File: config.mk
export PLATFORM = sky130hd
export DESIGN_NAME = mux4_scan_ctrl_sar
export DESIGN_NICKNAME = d
export VERILOG_FILES = /design/src/rtl/mux4_scan_ctrl_sar.sv
export SDC_FILE = /design/constraint.sdc
export NUM_CORES = 1
export LEC_CHECK = 0
export BUFFER_PORTS_ARGS = -buffer_cell sky130_fd_sc_hd__buf_2
export CAP_MARGIN = 25
export CORE_UTILIZATION = 48
export CTS_CLUSTER_DIAMETER = 50
export DETAILED_ROUTE_END_ITERATION = 7
export GPL_TIMING_DRIVEN = 0
export HOLD_SLACK_MARGIN = 0.06
export PLACE_DENSITY = 0.78
export SLEW_MARGIN = 0
export SYNTH_ARGS = -nofsm -noshare
export SYNTH_HDL_FRONTEND = slang
export SYNTH_SLANG_ARGS = --single-unit
File: constraint.sdc
create_clock -name clk_i -period 2 [get_ports clk_i]
set_input_delay 0.3 -clock clk_i [delete_from_list [all_inputs] [get_ports clk_i]]
set_output_delay 0.3 -clock clk_i [all_outputs]
set_load 0.01 [all_outputs]
File: src/rtl/mux4_scan_ctrl_sar.sv
// Sweep controller for an external 4:1 mux: steps {S1,S0} over the enabled channels and samples MUX_OUT into RESULT.
// Optional continuous mode (restart straight from FINISH while START is high) is enabled by defining MUX4_SCAN_CONT_EN.
module mux4_scan_ctrl_sar #(
    parameter int DWELL_W = 4
) (
    input  logic               clk_i,
    input  logic               rst_n_i,
    input  logic               start_i,
    input  logic [DWELL_W-1:0] dwell_i,
    input  logic [3:0]         ch_mask_i,
    input  logic               mux_out_i,
    output logic               s1_o,
    output logic               s0_o,
    output logic               busy_o,
    output logic               done_o,
    output logic [3:0]         result_o,
    output logic [1:0]         state_o
);

    typedef enum logic [1:0] {IDLE = 2'd0, SCAN = 2'd1, FINISH = 2'd2} state_e;

    localparam logic [DWELL_W-1:0] ONE = DWELL_W'(1);

    state_e             state_q, state_d;
    logic [1:0]         sel_q, sel_d;
    logic [DWELL_W-1:0] cnt_q, cnt_d;
    logic [DWELL_W-1:0] dwell_q, dwell_d;
    logic [3:0]         mask_q, mask_d;
    logic [3:0]         result_q, result_d;

    logic               accept;
    logic               next_ok;
    logic [1:0]         next_ch;
    logic [1:0]         first_ch;
    logic [DWELL_W-1:0] cnt_last;

    // DWELL of 0 behaves as 1, so the counter tops out at 2^DWELL_W-2 and never wraps.
    assign cnt_last = (dwell_q == '0) ? '0 : (dwell_q - ONE);

    always_comb begin
        next_ok  = 1'b0;
        next_ch  = 2'b00;
        first_ch = 2'b00;
        for (int n = 3; n >= 0; n--) begin
            if (n > int'(sel_q) && mask_q[n]) begin
                next_ok = 1'b1;
                next_ch = 2'(n);
            end
            if (ch_mask_i[n]) begin
                first_ch = 2'(n);
            end
        end
    end

    always_comb begin
        state_d  = state_q;
        sel_d    = sel_q;
        cnt_d    = cnt_q;
        dwell_d  = dwell_q;
        mask_d   = mask_q;
        result_d = result_q;
        accept   = 1'b0;
        case (state_q)
            IDLE: begin
                sel_d  = 2'b00;
                accept = start_i;
            end
            SCAN: begin
                if (cnt_q == cnt_last) begin
                    result_d[sel_q] = mux_out_i;
                    cnt_d           = '0;
                    if (next_ok) begin
                        sel_d = next_ch;
                    end else begin
                        sel_d   = 2'b00;
                        state_d = FINISH;
                    end
                end else begin
                    cnt_d = cnt_q + ONE;
                end
            end
            FINISH: begin
                state_d = IDLE;
`ifdef MUX4_SCAN_CONT_EN
                accept  = start_i;
`endif
            end
            default: begin
                state_d = IDLE;
                sel_d   = 2'b00;
            end
        endcase
        if (accept) begin
            result_d = 4'b0000;
            dwell_d  = dwell_i;
            mask_d   = ch_mask_i;
            cnt_d    = '0;
            if (ch_mask_i != 4'b0000) begin
                state_d = SCAN;
                sel_d   = first_ch;
            end else begin
                state_d = FINISH;
                sel_d   = 2'b00;
            end
        end
    end

    always_ff @(posedge clk_i or negedge rst_n_i) begin
        if (!rst_n_i) begin
            state_q  <= IDLE;
            sel_q    <= 2'b00;
            cnt_q    <= '0;
            dwell_q  <= '0;
            mask_q   <= 4'b0000;
            result_q <= 4'b0000;
        end else begin
            state_q  <= state_d;
            sel_q    <= sel_d;
            cnt_q    <= cnt_d;
            dwell_q  <= dwell_d;
            mask_q   <= mask_d;
            result_q <= result_d;
        end
    end

    assign s1_o     = sel_q[1];
    assign s0_o     = sel_q[0];
    assign busy_o   = (state_q == SCAN);
    assign done_o   = (state_q == FINISH);
    assign result_o = result_q;
    assign state_o  = state_q;

endmodule

==> results.md, run 1 <==
Routing:
- Once detail routing completed, the nets flagged for antenna violations numbered 0.
- Detailed routing inserted a total of between 1000 and 1500 vias.
- The ratio of routed vias to standard cells is around 5.6.
- The final routed wire length divided by cell count is 13.5 um.
- The detailed router's first-iteration violation count is 25.
- The final layout contains routed wiring with a total length of 2490 um.
- In the routed design, unresolved DRC markers number 0.
- The detailed-routing iteration count for the pre-antenna-repair pass is 4.

Clock network:
- The source-to-sink clock delay at the later pin of the worst-skew pair is around 0.31 ns.
- The number of levels in the clock H-tree is 1.
- In this run the clock root is driven by a clkbuf_4.
- The number of buffers created by CTS is 3.
- The longest clock path from root to sink contains 2 buffers.
- Clock-pin slew was measured on the worst setup and hold paths at 0.11 ns.
- The clock sink count is 19.
- TritonCTS built the clock tree.

Finish:
- From synthesis to final layout, the design area changed by 21.9%.
- The count of placed standard cells in the final layout, fillers left out is 184.
- 0 antenna diodes ended up in the layout.
- Once layout is complete, the utilization of the core stands at roughly 64%.
- The post-layout net count is 171.
- Cells with a size suffix above 1 make up 24.2% of the layout.
- Summing all non-filler instances in the final layout gives an area of 0.00130 sq mm.

Critical path:
- The critical path launch point type is a flop.
- STA classifies the critical path endpoint as a flop.
- The setup path with the least slack is of type reg -> reg.
- For the worst setup path, the data arrival time is 2.18 ns.
- The required time at the endpoint of the critical path is ~2.2 ns.
- Of all nets on the critical path, the largest fanout is 6.

Place:
- Summing all placed instances gives a cell area of 0.00121 sq mm.
- The sum of net half-perimeters after detailed placement is 1780 um.
- The count of input and output buffers is 21.
- Including well taps, the total number of placed cells is ~170.
- At the end of routability-driven placement, the weighted congestion stood at slightly below 0.9.

Timing:
- The final number of max-transition violations is 0.
- The measured slew at the worst slew-check pin is roughly 0.44 ns.
- Clock skew on the completed layout was measured at 0.00333 ns.
- The final count of negative-setup-slack endpoints is 0.
- For this run, the top clock speed supported by timing is 509 MHz.
- The worst slew margin relative to its limit is between 70 and 80%.
- The part of the cycle the worst path needs is 98.2%.
- The time the worst path needs with I/O delays and setup is just under 2 ns.
- Setup repair after global routing could not meet its margin everywhere.
- The final hold violation count came to 0.

Floorplan:
- For this configuration, the core starts out at a cell density of 52.8%.
- The die is 49.2 um wide.
- After floorplanning, the core was divided into 16 placement rows.
- The floorplan step defined a die boundary enclosing 0.00242 sq mm.
- The vertical extent of the die is 49.2 um.
- After floorplanning, the core was sized to cover 0.00202 sq mm.
- The count of pins on the block boundary is 22.

Yosys:
- After synthesis, flip-flops and latches occupy between 40 and 50% of the total area.
- Sorting the synthesized cells by how often they occur yields 21 x nand2_1, 19 x dfrtp_1, 10 x a21oi_1, 10 x inv_1, 10 x nor2_1.
- The register bit total from synthesis is 19.
- The number of distinct standard cells referenced by the synthesized netlist is 37.
- The post-synthesis net count is between 100 and 150.
- The biggest area consumer among synthesized cells is dfrtp_1.
- For this run, the leading register cell type out of synthesis is dfrtp_1.
- The post-synthesis cell area is 0.00107 sq mm.
- Synthesis produced a netlist whose cell count is 126.
- The share of flip-flops with an asynchronous set or reset after synthesis is 100%.
- Ranked by total cell area, the synthesized netlist is headed by dfrtp_1 45%, nand2_1 7.4%, a21oi_1 4.7%.
- The number of enable-type register cells in the synthesized netlist is 0.
- During synthesis, Yosys emitted a total of 0 warnings.
- The most used standard cell by instance count after synthesis is nand2_1.
- The area share of the largest cell type after synthesis is roughly 45%.
- A synthesized cell averages between 8 and 9 sq um.

Job:
- The reported max-cap violation count is 0.

Power:
- Power spread over the standard cell area amounts to 1750 mW/mm^2.
- The clock network burns 8.9% of the power.
- The switching power summed over all nets is between 1 and 1.5 mW.
- The leakage power figure is 0.634 nW.
- The sequential cell fraction of total power is 33.1%.
- The internal power of the cells totals 1.23 mW.
- Across the VDD grid, the largest voltage drop is ~0.0011 V.
- Net switching is 45.9% of the power.
- In this run, the combinational gates consume 58.0% of the power.

Global route:
- The first global-routing pass estimated 4170 um of wire.
- In the global route stage, met1 resource usage came out at 30.3%.
- The number of antenna violations at the first check in global routing is 0.
- The met2 usage in global routing is 36.3%.
- For this run, the total global-route usage over all layers was measured as 22.3%.
- The via count of the first global-routing pass is 955.
- Entering global routing, the biggest net connects 20 pins.
- The layer with the highest usage is met2.
- The overflow left after global routing is 0.
- The met3 track demand over resource is 4.05%.

Hold path:
- The tightest min-delay check is of the in -> reg type.

Status:
- The run finished with clean final reports.
## power groups by stage
stage          clock network [mW]  logic [mW]  registers [mW]
6_report                    0.203        1.32           0.754
5_1_grt                     0.218        1.47           0.781
4_1_cts                     0.202        1.24           0.742
3_5_place_dp                    0        1.16           0.751
3_3_place_gp                    0        1.10           0.742
2_1_floorplan                   0       0.845           0.747
## through the flow
step,TNS [ns],total power [mW],setup slack (ns),hold slack (ns)
after floorplan,0,1.59,0.167,0.00441
after global routing,-0.124,2.47,-0.0574,0.184
after global placement,-0.00905,1.85,-0.00905,0.261
after detailed placement,-0.0630,1.91,-0.0497,0.261
final,0,2.28,0.0370,0.172
after CTS,0,2.18,0.0282,0.182
## path summary, 6_finish.rpt
check | cells past startpoint | slack [ns] | start | to
max | 7 | 0.04 | dwell_q[3] | result_o[2]
min | 3 | 0.17 | dwell_i[3] | dwell_q[3]
max reg2reg | 7 | 0.04 | dwell_q[3] | result_o[2]
min reg2reg | 2 | 0.53 | result_o[3] | result_o[3]
max in group asynchronous | 2 | 1.23 | rst_n_i | cnt_q[2]
min in group asynchronous | 2 | 0.45 | rst_n_i | dwell_q[2]
## area by class of cell
class | count | area [sq um]
clock inverters | 1 | 5.00
fillers | 187 | 721
repair buffers | 27 | 156
clock buffers | 3 | 22.5
flip-flops and latches | 19 | 477
inverters | 10 | 37.5
plain buffers | 4 | 16.3
multi-input cells | 93 | 553
well taps | 27 | 33.8
## kinds of logic after synthesis
family / after synthesis / synth area share, %
AND/OR/NAND/NOR: 53 / 23.4
AO/OA/AOI/OAI: 35 / 22.3
flip-flops: 19 / 44.5
buffers and inverters: 14 / 5.04
XOR/XNOR: 2 / 1.64
multiplexers: 2 / 1.88
adder cells (fa/ha/maj): 1 / 1.17
## metal layers
metal | vias to the layer above | share of wire (%)
li1 | 507 | -
met3 | 5 | 4.9
met2 | 30 | 49
met1 | 489 | 45
met4 | 0 | 1.3
met5 | - | 0
## flip-flops by register name, indices dropped and copies added, names as in the netlist
register and cells:
cnt_q 4, sel_q 2, result_o 4, dwell_q 4
state_o 2, mask_q 3
## cells in the final DEF (no fill, tap or decap), types with 2 or more instances in the layout
master,netlist,routed
and3_1,3,3
o22ai_1,2,2
nor3_1,4,3
clkbuf_4,0,3
or3_1,3,3
a21oi_1,10,9
nor2_1,10,10
o31ai_1,2,2
nand2b_1,3,3
clkbuf_1,3,3
o21a_1,2,2
buf_4,0,4
dfrtp_1,19,18
inv_1,10,10
mux2i_1,2,2
nand4_1,3,3
buf_2,1,22
o21ai_0,8,8
nand2_1,21,20
## timing repair
item,4_1_cts,5_1_grt
resized for setup,1,5
hold buffers,1,0
endpoints found under the setup margin,4,6
pin swaps,1,2
endpoints found under the hold margin,19,0
setup buffers,3,2
gates cloned,0,0
## worst max-delay path: stages, from the launching register on
cell and delay, ns:
dfrtp_1 0.46, nor3_1 0.23, a21oi_1 0.07, or3_1 0.40, a211oi_4 0.31, buf_6 0.16
a21boi_2 0.05, o21a_1 0.19
No activity file was read; power rests on OpenSTA's default activity.
==> run 2: changes to the inputs <==
--- a/config.mk
+++ b/config.mk
@@ -13,6 +13,7 @@
 export GPL_TIMING_DRIVEN = 0
 export HOLD_SLACK_MARGIN = 0.06
 export PLACE_DENSITY = 0.78
+export RECOVER_POWER = 50
 export SLEW_MARGIN = 0
 export SYNTH_ARGS = -nofsm -noshare
 export SYNTH_HDL_FRONTEND = slang
==> run 2 against run 1 <==
  * First-iteration DRC count unchanged
  * Largest cell class unchanged
  * Wire length stayed put
  * Sequential cell count unchanged
  * Die area unchanged
  * Worst hold slack is essentially flat
  * Global-route usage stayed put
  * Total power fell by 0.18%
  * Highest routed layer unchanged
  * Non-clock buffer count is the same
==> results.md, run 2 (same netlist as run 1, synthesis figures left out) <==
Status:
- The flow ran to the end, and the final reports show no timing, DRC or antenna violations.

Power:
- The leakage power figure is 0.623 nW (-1.7%).
- The total design power is 2.28 mW (-0.18%).
- The total power divided by cell area is 1750 mW/mm^2 (+0.10%).
- The worst vdd rail ir drop is 0.00106 V (about the same).

Floorplan:
- The die footprint is 0.00242 sq mm (unchanged).
- The count of pins on the block boundary is 22 (unchanged).
- The width of the die was 49.2 um (unchanged).
- The number of placement rows is 16 (unchanged).
- The starting utilization of the core area came to 52.8% (unchanged).
- The vertical extent of the die came to 49.2 um (unchanged).
- The total core area is 0.00202 sq mm (unchanged).

Finish:
- The post-layout net count is 171 (unchanged).
- In the layout the commonest cells are 20 x nand2_1, 19 x buf_2, 18 x dfrtp_1.
- The share of cells above drive strength 1 is 22.3% (-1.9 points).
- The diode insertion count for antenna repair is 0 (unchanged).
- The layout filler cell count came to 187 (unchanged).
- The post-synthesis to final-layout area growth is 21.6%.
- Leaving out fill and tap cells, the most frequent cell in the layout is nand2_1.

Critical path:
- The worst register-to-register path ends at result_o[2].
- The flop-to-flop setup slack was 0.04 ns (about the same).
- The family of cells with the greatest summed delay on the critical path is simple AND/OR/NAND/NOR gates.
- The worst-path maximum fanout is 6 (unchanged).
- The maximum cell stage delay along the critical path was 0.46 ns (about the same).
- The required time at the endpoint of the critical path is 2.21 ns (about the same).
- The arrival time reported for the critical path endpoint came to 2.18 ns (about the same).
- The path depth of the worst reg2reg path came to 7 (unchanged).
- The launch instance of the worst register-to-register path is dwell_q[3].
- The number of buffer and inverter instances along the worst setup path was 1 (unchanged).
- Traced cell by cell, the critical path runs through nor3_1, a21oi_1, or3_1, a211oi_4, buf_6, a21boi_2, o21a_1.
- The worst-path cell with the longest stage delay is dfrtp_1.
- The critical path launch point type is a flop.
- The path type of the worst setup path is reg -> reg.
- The worst setup path is captured at a flop.

Timing:
- The part of the cycle the worst path needs is 98.1% (about the same).
- The final hold violation count was 0 (unchanged).
- The smallest hold slack came to 0.171 ns (-0.0000680 ns).
- The clock skew was 0.00341 ns (+0.0000854 ns).
- The measured slew at the worst slew-check pin is 1.04 ns (+0.606 ns).
- The final number of max-transition violations is 0 (unchanged).
- The final count of negative-setup-slack endpoints came to 0 (unchanged).
- The post-route worst setup slack is 0.0372 ns (+0.000290 ns).
- The worst slew margin relative to its limit is 30.5% (-40 points).
- The time the worst path needs with I/O delays and setup came to 1.96 ns (-0.000290 ns).
- The maximum operating frequency is 509 MHz (about the same).
- Setup repair after global routing could not meet its margin everywhere.
- The setup TNS is 0 ns (unchanged).

Global route:
- The met3 track demand over resource was 4.05% (unchanged).
- The overflow left after global routing is 0 (unchanged).
- The total global-route track usage came to 22.3% (unchanged).
- The pin count of the biggest net entering global routing is 20 (unchanged).
- The met1 demand-to-capacity share in global routing is 30.3% (unchanged).
- The layer with the highest usage is met2.
- The via count of the first global-routing pass was 955 (unchanged).
- The number of antenna violations at the first check in global routing is 0 (unchanged).
- The met2 usage in global routing came to 36.3% (unchanged).
- The first-pass GRT wire length is 4170 um (unchanged).

Place:
- The sum of net half-perimeters after detailed placement is 1780 um (unchanged).
- The global placement routability congestion is 0.875 (unchanged).
- The count of input and output buffers came to 21 (unchanged).
- The worst setup slack after placement is -0.0497 ns (unchanged).

Job:
- The reported max-cap violation count is 0 (unchanged).

Hold path:
- The worst hold path terminates at dwell_q[3].
- The kind of path behind the tightest hold check is in -> reg.
- The instance count along the most critical hold path was 3 (unchanged).
- The startpoint identified for the worst hold timing path is dwell_i[3].

Clock network:
- The number of levels in the clock H-tree is 1 (unchanged).
- Clock tree synthesis selected as its root buffer the cell clkbuf_4.
- The number of buffers created by CTS is 3 (unchanged).
- The buffer depth of the longest clock path is 2 (unchanged).
- The TritonCTS clock tree is built.
- The source-to-sink clock delay at the later pin of the worst-skew pair is 0.31 ns (about the same).
- The clock sink count is 19 (unchanged).
- The clock-pin slew on the worst setup and hold paths is 0.11 ns (about the same).

Routing:
- The detailed router's first-iteration violation count is 25 (unchanged).
- The final routed wire length divided by cell count is 13.5 um (unchanged).
- The detailed-routing iteration count for the pre-antenna-repair pass is 4 (unchanged).
- The number of nets with antenna violations after detailed routing was 0 (unchanged).
- The DRC violation count after routing was 0 (unchanged).
- The total wirelength of the detailed-routed design is 2490 um (unchanged).
- The detailed-route via count is 1033 (+0.19%).
- The ratio of routed vias to standard cells is 5.61 (+0.19%).
run 2: changes by cell type in the layout (fill, tap and decap cells not counted), sizes merged:
cell    change
buf         -3
clkbuf      +3
run 2: power breakdown:
group	internal (mW)	total, mW	switching (mW)
Clock	0.0748	0.203	0.128
Sequential	0.570	0.755	0.184
Combinational	0.583	1.32	0.735
run 2: how the worst max path moves through the flow:
stage	start	end	slack, ns	depth (start not counted)
after floorplan	cnt_q[2]	result_o[3]	0.17	6
after global placement	dwell_q[1]	result_o[3]	-0.009	7
after detailed placement	dwell_q[1]	result_o[3]	-0.05	7
after CTS	dwell_q[1]	sel_q[0]	0.03	7
after global routing	dwell_q[2]	result_o[1]	-0.06	7
final	dwell_q[3]	result_o[2]	0.04	7
run 2: layout make-up:
cell class / instances / area [sq um] / area share [%]
flip-flops and latches: 19 / 477 / 36.7
clock buffers: 3 / 22.5 / 1.74
clock inverters: 1 / 5.00 / 0.386
multi-input cells: 93 / 553 / 42.6
plain buffers: 4 / 16.3 / 1.25
repair buffers: 27 / 153 / 11.8
well taps: 27 / 33.8 / 2.60
inverters: 10 / 37.5 / 2.89
run 2: through the flow:
stage	instances	utilization (%)	area, sq um
4_1_cts	182	62.8	1270
6_report	184	64.2	1300
2_1_floorplan	126	-	1070
5_1_grt	184	64.2	1300
3_3_place_gp	174	59.7	1210
3_5_place_dp	174	59.7	1210
run 2: worst reg2reg max path, delay by kind of cell, from the launching register on:
kind | cells | cell delay, ns
flip-flops | 1 | 0.46
buffers and inverters | 1 | 0.16
AO/OA/AOI/OAI | 4 | 0.63
AND/OR/NAND/NOR | 2 | 0.63
run 2: what timing repair did:
item                       CTS  global route
hold endpoints to repair    19             0
setup endpoints to repair    4             6
hold buffers                 1             0
cloned                       0             0
gates resized for setup      1             5
pin swaps                    1             2
setup buffers                3             2
run 2: per-layer routing:
metal / up-vias / wire (um)
li1: 507 / -
met1: 491 / 1110
met2: 30 / 1220
met3: 5 / 118
met4: 0 / 33
met5: - / 0
